### src/rtl/pipeline_pkg.sv
// Shared pipeline types: forwarding selects, hazard controller states, x0 constant.
package pipeline_pkg;

  localparam int unsigned REG_X0 = 0;

  typedef enum logic [1:0] {
    FWD_RF  = 2'b00,
    FWD_MEM = 2'b01,
    FWD_WB  = 2'b10
  } fwd_sel_t;

  typedef enum logic [1:0] {
    RUN    = 2'b00,
    STALL  = 2'b01,
    FREEZE = 2'b10
  } hz_state_t;

endpackage

### src/rtl/hazard_scoreboard.sv
// Per-register in-flight writer counters; pending is combinational, with same-cycle WB retire netted out.
// Counters update on the clock edge when updEn is set and saturate at both ends.
module hazard_scoreboard
  import pipeline_pkg::*;
#(
  parameter int REG_AW = 5,
  parameter int SB_CW  = 2
) (
  input  logic              clk,
  input  logic              rst,
  input  logic              updEn,
  input  logic              issueVld,
  input  logic [REG_AW-1:0] issueRd,
  input  logic              retireVld,
  input  logic [REG_AW-1:0] retireRd,
  input  logic [REG_AW-1:0] rs1,
  input  logic [REG_AW-1:0] rs2,
  output logic              rs1Pend,
  output logic              rs2Pend
);

  localparam int NREG = 2 ** REG_AW;
  localparam logic [SB_CW-1:0] CNT_MAX = '1;

  logic [SB_CW-1:0] cnt [NREG];
  logic             ret1Hit;
  logic             ret2Hit;

  always_ff @(posedge clk) begin
    if (!rst) begin
      for (int r = 0; r < NREG; r++) cnt[r] <= '0;
    end else if (updEn) begin
      for (int r = 0; r < NREG; r++) begin
        // Issue and retire on the same register cancel out
        if (issueVld && issueRd == REG_AW'(r) && !(retireVld && retireRd == REG_AW'(r))) begin
          if (cnt[r] != CNT_MAX) cnt[r] <= cnt[r] + 1'b1;
        end else if (retireVld && retireRd == REG_AW'(r) && !(issueVld && issueRd == REG_AW'(r))) begin
          if (cnt[r] != '0) cnt[r] <= cnt[r] - 1'b1;
        end
      end
    end
  end

  assign ret1Hit = retireVld && (retireRd == rs1);
  assign ret2Hit = retireVld && (retireRd == rs2);
  assign rs1Pend = cnt[rs1] > SB_CW'(ret1Hit);
  assign rs2Pend = cnt[rs2] > SB_CW'(ret2Hit);

endmodule

### src/rtl/hazard_ctrl.sv
// Hazard controller: priority reset > freeze > redirect > stall > run; enables are combinational, fwd_a/fwd_b registered (1 cycle).
// Build option HAZARD_FORWARDING_EN selects EXE bypass with load-use stalls; otherwise a scoreboard interlock is used.
module hazard_ctrl
  import pipeline_pkg::*;
#(
  parameter int REG_AW = 5,
  parameter int SB_CW  = 2
) (
  input  logic              clk,
  input  logic              rst,
  input  logic [REG_AW-1:0] id_rs1,
  input  logic [REG_AW-1:0] id_rs2,
  input  logic              id_rs1_use,
  input  logic              id_rs2_use,
  input  logic [REG_AW-1:0] id_rd,
  input  logic              id_reg_we,
  input  logic [REG_AW-1:0] exe_rd,
  input  logic              exe_reg_we,
  input  logic              exe_is_load,
  input  logic [REG_AW-1:0] mem_rd,
  input  logic              mem_reg_we,
  input  logic [REG_AW-1:0] wb_rd,
  input  logic              wb_reg_we,
  input  logic              br_taken,
  input  logic              dmem_busy,
  output logic              pc_we,
  output logic              if_id_we,
  output logic              if_id_flush,
  output logic              id_exe_flush,
  output logic              pipe_hold,
  output logic [1:0]        fwd_a,
  output logic [1:0]        fwd_b
);

  localparam logic [REG_AW-1:0] X0 = REG_AW'(REG_X0);

  hz_state_t state;
  hz_state_t stateNxt;
  logic      rs1Live;
  logic      rs2Live;
  logic      dataHaz;
  logic      unusedOk;

  assign rs1Live = id_rs1_use && (id_rs1 != X0);
  assign rs2Live = id_rs2_use && (id_rs2 != X0);

`ifdef HAZARD_FORWARDING_EN
  fwd_sel_t fwdA;
  fwd_sel_t fwdB;
  logic     exeLoadHit;

  function automatic fwd_sel_t selFor(input logic [REG_AW-1:0] rs, input logic live);
    fwd_sel_t sel;
    sel = FWD_RF;
    if (live && exe_reg_we && exe_rd == rs && !exe_is_load) sel = FWD_MEM;
    else if (live && mem_reg_we && mem_rd == rs) sel = FWD_WB;
    return sel;
  endfunction

  assign exeLoadHit = exe_reg_we && exe_is_load && (exe_rd != X0);
  assign dataHaz    = exeLoadHit && ((rs1Live && exe_rd == id_rs1) || (rs2Live && exe_rd == id_rs2));

  always_ff @(posedge clk) begin
    if (!rst) begin
      fwdA <= FWD_RF;
      fwdB <= FWD_RF;
    end else if (dmem_busy) begin
      fwdA <= fwdA;
      fwdB <= fwdB;
    end else if (br_taken || dataHaz) begin
      fwdA <= FWD_RF;
      fwdB <= FWD_RF;
    end else begin
      fwdA <= selFor(id_rs1, rs1Live);
      fwdB <= selFor(id_rs2, rs2Live);
    end
  end

  assign fwd_a    = fwdA;
  assign fwd_b    = fwdB;
  assign unusedOk = ^{id_rd, id_reg_we, wb_rd, wb_reg_we, state, {SB_CW{1'b0}}};
`else
  logic rs1Pend;
  logic rs2Pend;
  logic issueVld;
  logic retireVld;

  // An instruction leaves ID only in a plain RUN cycle
  assign issueVld  = rst && !dmem_busy && !br_taken && !dataHaz && id_reg_we && (id_rd != X0);
  assign retireVld = wb_reg_we && (wb_rd != X0);
  assign dataHaz   = (rs1Live && rs1Pend) || (rs2Live && rs2Pend);

  hazard_scoreboard #(
    .REG_AW(REG_AW),
    .SB_CW (SB_CW)
  ) u_sb (
    .clk      (clk),
    .rst      (rst),
    .updEn    (!dmem_busy),
    .issueVld (issueVld),
    .issueRd  (id_rd),
    .retireVld(retireVld),
    .retireRd (wb_rd),
    .rs1      (id_rs1),
    .rs2      (id_rs2),
    .rs1Pend  (rs1Pend),
    .rs2Pend  (rs2Pend)
  );

  assign fwd_a    = FWD_RF;
  assign fwd_b    = FWD_RF;
  assign unusedOk = ^{exe_rd, exe_reg_we, exe_is_load, mem_rd, mem_reg_we, state};
`endif

  always_ff @(posedge clk) begin
    if (!rst) state <= RUN;
    else      state <= stateNxt;
  end

  always_comb begin
    stateNxt     = RUN;
    pc_we        = 1'b1;
    if_id_we     = 1'b1;
    if_id_flush  = 1'b0;
    id_exe_flush = 1'b0;
    pipe_hold    = 1'b0;
    if (!rst) begin
      pc_we        = 1'b0;
      if_id_we     = 1'b0;
      if_id_flush  = 1'b1;
      id_exe_flush = 1'b1;
    end else if (dmem_busy) begin
      stateNxt  = FREEZE;
      pc_we     = 1'b0;
      if_id_we  = 1'b0;
      pipe_hold = 1'b1;
    end else if (br_taken) begin
      // The ID instruction is killed, so any hazard it had is moot
      if_id_flush  = 1'b1;
      id_exe_flush = 1'b1;
    end else if (dataHaz) begin
      stateNxt     = STALL;
      pc_we        = 1'b0;
      if_id_we     = 1'b0;
      id_exe_flush = 1'b1;
    end
  end

endmodule

### config.mk
export PLATFORM = sky130hd
export DESIGN_NAME = hazard_ctrl
export DESIGN_NICKNAME = d
export VERILOG_FILES = /design/src/rtl/pipeline_pkg.sv /design/src/rtl/hazard_scoreboard.sv /design/src/rtl/hazard_ctrl.sv
export SDC_FILE = /design/constraint.sdc
export NUM_CORES = 1
export LEC_CHECK = 0
export ABC_AREA = 0
export CORE_MARGIN = 2
export CORE_UTILIZATION = 35
export CTS_BUF_LIST = sky130_fd_sc_hd__clkbuf_4 sky130_fd_sc_hd__clkbuf_8 sky130_fd_sc_hd__clkbuf_16
export CTS_CLUSTER_SIZE = 16
export DETAILED_ROUTE_END_ITERATION = 8
export HOLD_SLACK_MARGIN = 0.03
export SLEW_MARGIN = 10
export SYNTH_ARGS = -nofsm -noshare
export SYNTH_HDL_FRONTEND = slang
export SYNTH_HIERARCHICAL = 1
export SYNTH_SLANG_ARGS = --single-unit
export TNS_END_PERCENT = 1
### constraint.sdc
create_clock -name clk -period 6.8 [get_ports clk]
set_clock_uncertainty 0.1 [all_clocks]
set_input_delay 1.36 -clock clk [delete_from_list [all_inputs] [get_ports clk]]
set_output_delay 1.36 -clock clk [all_outputs]
set_load 0.02 [all_outputs]
==> results of run 1 <==
## power by group through the flow
stage                     Clock, mW  Combinational, mW  Sequential (mW)
after global placement            0              0.221            0.500
after floorplan                   0              0.155            0.490
after global routing          0.573              0.245            0.499
final                         0.550              0.230            0.496
after CTS                     0.555              0.226            0.494
after detailed placement          0              0.225            0.503
## layout make-up
class	instances	area, sq um
sequential	64	1920
tap	216	270
fill	1570	9310
timing repair buffer	49	478
clock buffer	9	225
inverter	9	33.8
clock inverter	7	119
multi-input combinational	471	3530
## per-stage QoR
step | hold slack [ns] | cell area [sq um] | instances | util
after floorplan | 0.489 | 5700 | 584 | -
after global placement | 0.530 | 6220 | 809 | 0.392
after detailed placement | 0.551 | 6220 | 809 | 0.392
after CTS | 0.559 | 6570 | 825 | 0.413
after global routing | 0.580 | 6570 | 825 | 0.414
final | 0.561 | 6570 | 825 | 0.414
## placed cells by master (no fill, tap or decap), drive strengths merged, types with 4 or more instances in the layout
cell type      count
a21o               4
inv               10
edfxtp            64
nand3             33
and2              12
clkdlybuf4s50     30
a221oi            10
nor3               6
o2111ai           26
mux4              35
mux2i             21
nand2             72
a211oi            12
and3               5
nand2b            10
conb               4
a21oi             43
ha                 4
clkbuf             9
nor2              50
xnor2             30
xor2              14
o21ai             11
nor4               7
buf               17
nor2b             10
o211ai            14
## how the worst min path moves through the flow
stage | from | end | slack, ns | depth (start not counted)
after floorplan | u_sb/cnt[17][0] | u_sb/cnt[17][0] | 0.49 | 1
after global placement | u_sb/cnt[17][0] | u_sb/cnt[17][0] | 0.53 | 1
after detailed placement | u_sb/cnt[14][0] | u_sb/cnt[14][0] | 0.55 | 1
after CTS | u_sb/cnt[14][0] | u_sb/cnt[14][0] | 0.56 | 1
after global routing | u_sb/cnt[14][0] | u_sb/cnt[14][0] | 0.58 | 1
final | u_sb/cnt[17][0] | u_sb/cnt[17][0] | 0.56 | 1
## cell usage after synthesis (4+ instances only)
cell / count
nand2_1: 72
xnor2_1: 30
nor2b_1: 9
a21o_1: 4
nor4_1: 6
inv_1: 9
mux2i_1: 21
clkbuf_1: 17
edfxtp_1: 64
and2_1: 11
a21oi_1: 43
a211oi_1: 12
xor2_1: 14
mux4_2: 35
nand3_1: 33
nand2b_1: 10
nor2_1: 50
o2111ai_1: 26
buf_2: 13
ha_1: 4
and3_1: 5
o21ai_0: 11
a221oi_1: 10
o211ai_1: 14
nor3_1: 6
buf_4: 7
## cell families after synthesis
group / Yosys count / synth area share
mux: 57 / 0.178
buf+inv: 49 / 0.0438
simple gates: 225 / 0.196
other cells: 1 / 0.000660
compound gates: 137 / 0.167
fa+ha+maj: 4 / 0.00881
xor+xnor: 44 / 0.0678
flops: 64 / 0.338
## per-layer routing
layer  track usage  routed length (um)  vias to the layer above
li1              -                   -                     2300
met1         0.305                7970                     2569
met2         0.336                8760                      294
met3        0.0478                1830                       41
met4        0.0990                 542                        0
met5             0                   0                        -
==> flow_summary.json, run 1 <==
{
  "p_leak_nw": 2.23,
  "clk_latency_ns": 0.35,
  "cts_tree": "yes",
  "crit_cells": 14,
  "dp_hpwl_um": 13500,
  "endpoint_kind": "output pin",
  "via_count": 5204,
  "drive_above_1_share": 0.123,
  "synth_top_area_frac": 0.338,
  "setup_ws_ns": 0.0480,
  "hold_violations": 0,
  "worstPathMaxFanout": 17,
  "wire_per_inst_um": 23.1,
  "crit_type": "in2out",
  "yosys_warnings": 6,
  "rsz0062_at_grt": "yes",
  "async_flop_share": 0,
  "io_pins": 50,
  "p_int_uw": 923,
  "slowest_delay_ns": 0.68,
  "relSlewSlack": 0.173,
  "pwr_density_cell_nw_per_um2": 194,
  "synth_area_leaders": "edfxtp_1, mux4_2, nand2_1, xnor2_1, o2111ai_1",
  "wirelength_um": 19100,
  "slowest_stage": "clkdlybuf4s50_1",
  "cp.required_ns": 5.34,
  "synth.avg_cell_area_sq_um": 9.78,
  "power_switching_uw": 353,
  "cts_resized": 0,
  "crit_buf_inv": 3,
  "antenna_found_initial": 0,
  "reg2reg_setup_slack_ns": 2.01,
  "outcome": "finished, final reports clean",
  "tightest_slew_ns": 1.23,
  "port_buffers": 32,
  "p_total_mw": 1.28,
  "netSwitchingFraction": 0.277,
  "max_freq_mhz": 148,
  "crit_start": "id_rs2[0]",
  "cts_sinks": 64,
  "setup_violations": 0,
  "path_clk_slew_ns": 0.06,
  "cp-endpoint": "if_id_we",
  "synth_edf_count": 64,
  "path_cells": "clkdlybuf4s50_1 -> buf_12 -> mux4_2 -> mux4_2 -> mux2i_1 -> ha_1 -> nor2_1 -> a2111oi_1 -> a21oi_1 -> a2bb2oi_1 -> nand2_1 -> a211oi_1 -> nor4_1 -> clkdlybuf4s50_1",
  "numCtsBuffers": 9,
  "cp_top_family": "buffers and inverters",
  "post_cts_buffers": 0,
  "synth_top_cell_by_area": "edfxtp_1",
  "ys.flop_type": "edfxtp_1",
  "r2r-start": "u_sb/cnt[31][0]",
  "ys_seq_area_frac": 0.338,
  "start_util": 0.358,
  "antenna_left": 0,
  "post_drt_via_cell_ratio": 6.31,
  "worstSetupStartpointType": "input port",
  "synth_cell_types": 56,
  "cts_max_path_buffers": 2,
  "ctsHtreeMaxLevel": 3,
  "clkPwrFrac": 0.431,
  "drtPass1Iterations": 6,
  "fin_crit_sh": 0.993,
  "grt_max_degree": 31,
  "gp_congestion": 0.932,
  "first_iter_violations": 747,
  "largest_reg_flops": 64,
  "drc": 0,
  "dieHeight_um": 131,
  "tns_ns": 0,
  "overflow": 0,
  "grt_pass1_vias": 5111,
  "rows": 46,
  "r2r.worst_path.cells": 17,
  "top_register": "u_sb/cnt",
  "synth-seq-cells": 64,
  "cts_root_buffer": "clkbuf_16",
  "syn_area_sq_um": 5680,
  "die_x_um": 131,
  "nets": 649,
  "cap_violations": 0,
  "hold_path.class": "reg2reg",
  "p_seq_frac": 0.389,
  "area_growth_pct": 15.7,
  "place_ws_ns": 0.0605,
  "final_max_slew_viol_count": 0,
  "reg2reg_to": "u_sb/cnt[3][1]",
  "postSynthCellCount": 581,
  "largestRegisters": "u_sb/cnt: 64 flops",
  "finalCriticalPeriod_ns": 6.75,
  "core_sq_um": 15900,
  "num_antenna_cells": 0,
  "grt_pass1_wl_um": 29500,
  "dieArea_sq_um": 17300,
  "cts_hold_buf": 0,
  "arrival_ns": 5.29,
  "ir_worst_vdd_uv": 123,
  "power_frac_comb": 0.180,
  "grt_use_total": 0.222
}
No activity file was read; power rests on OpenSTA's default activity.
==> run 2: changes to the inputs <==
--- a/config.mk
+++ b/config.mk
@@ -12,7 +12,7 @@
 export CTS_CLUSTER_SIZE = 16
 export DETAILED_ROUTE_END_ITERATION = 8
 export HOLD_SLACK_MARGIN = 0.03
-export SLEW_MARGIN = 10
+export SETUP_SLACK_MARGIN = 0.02
 export SYNTH_ARGS = -nofsm -noshare
 export SYNTH_HDL_FRONTEND = slang
 export SYNTH_HIERARCHICAL = 1
==> results of run 2 <==
No change in the layout: final DEF, timing and power equal those of run 1.
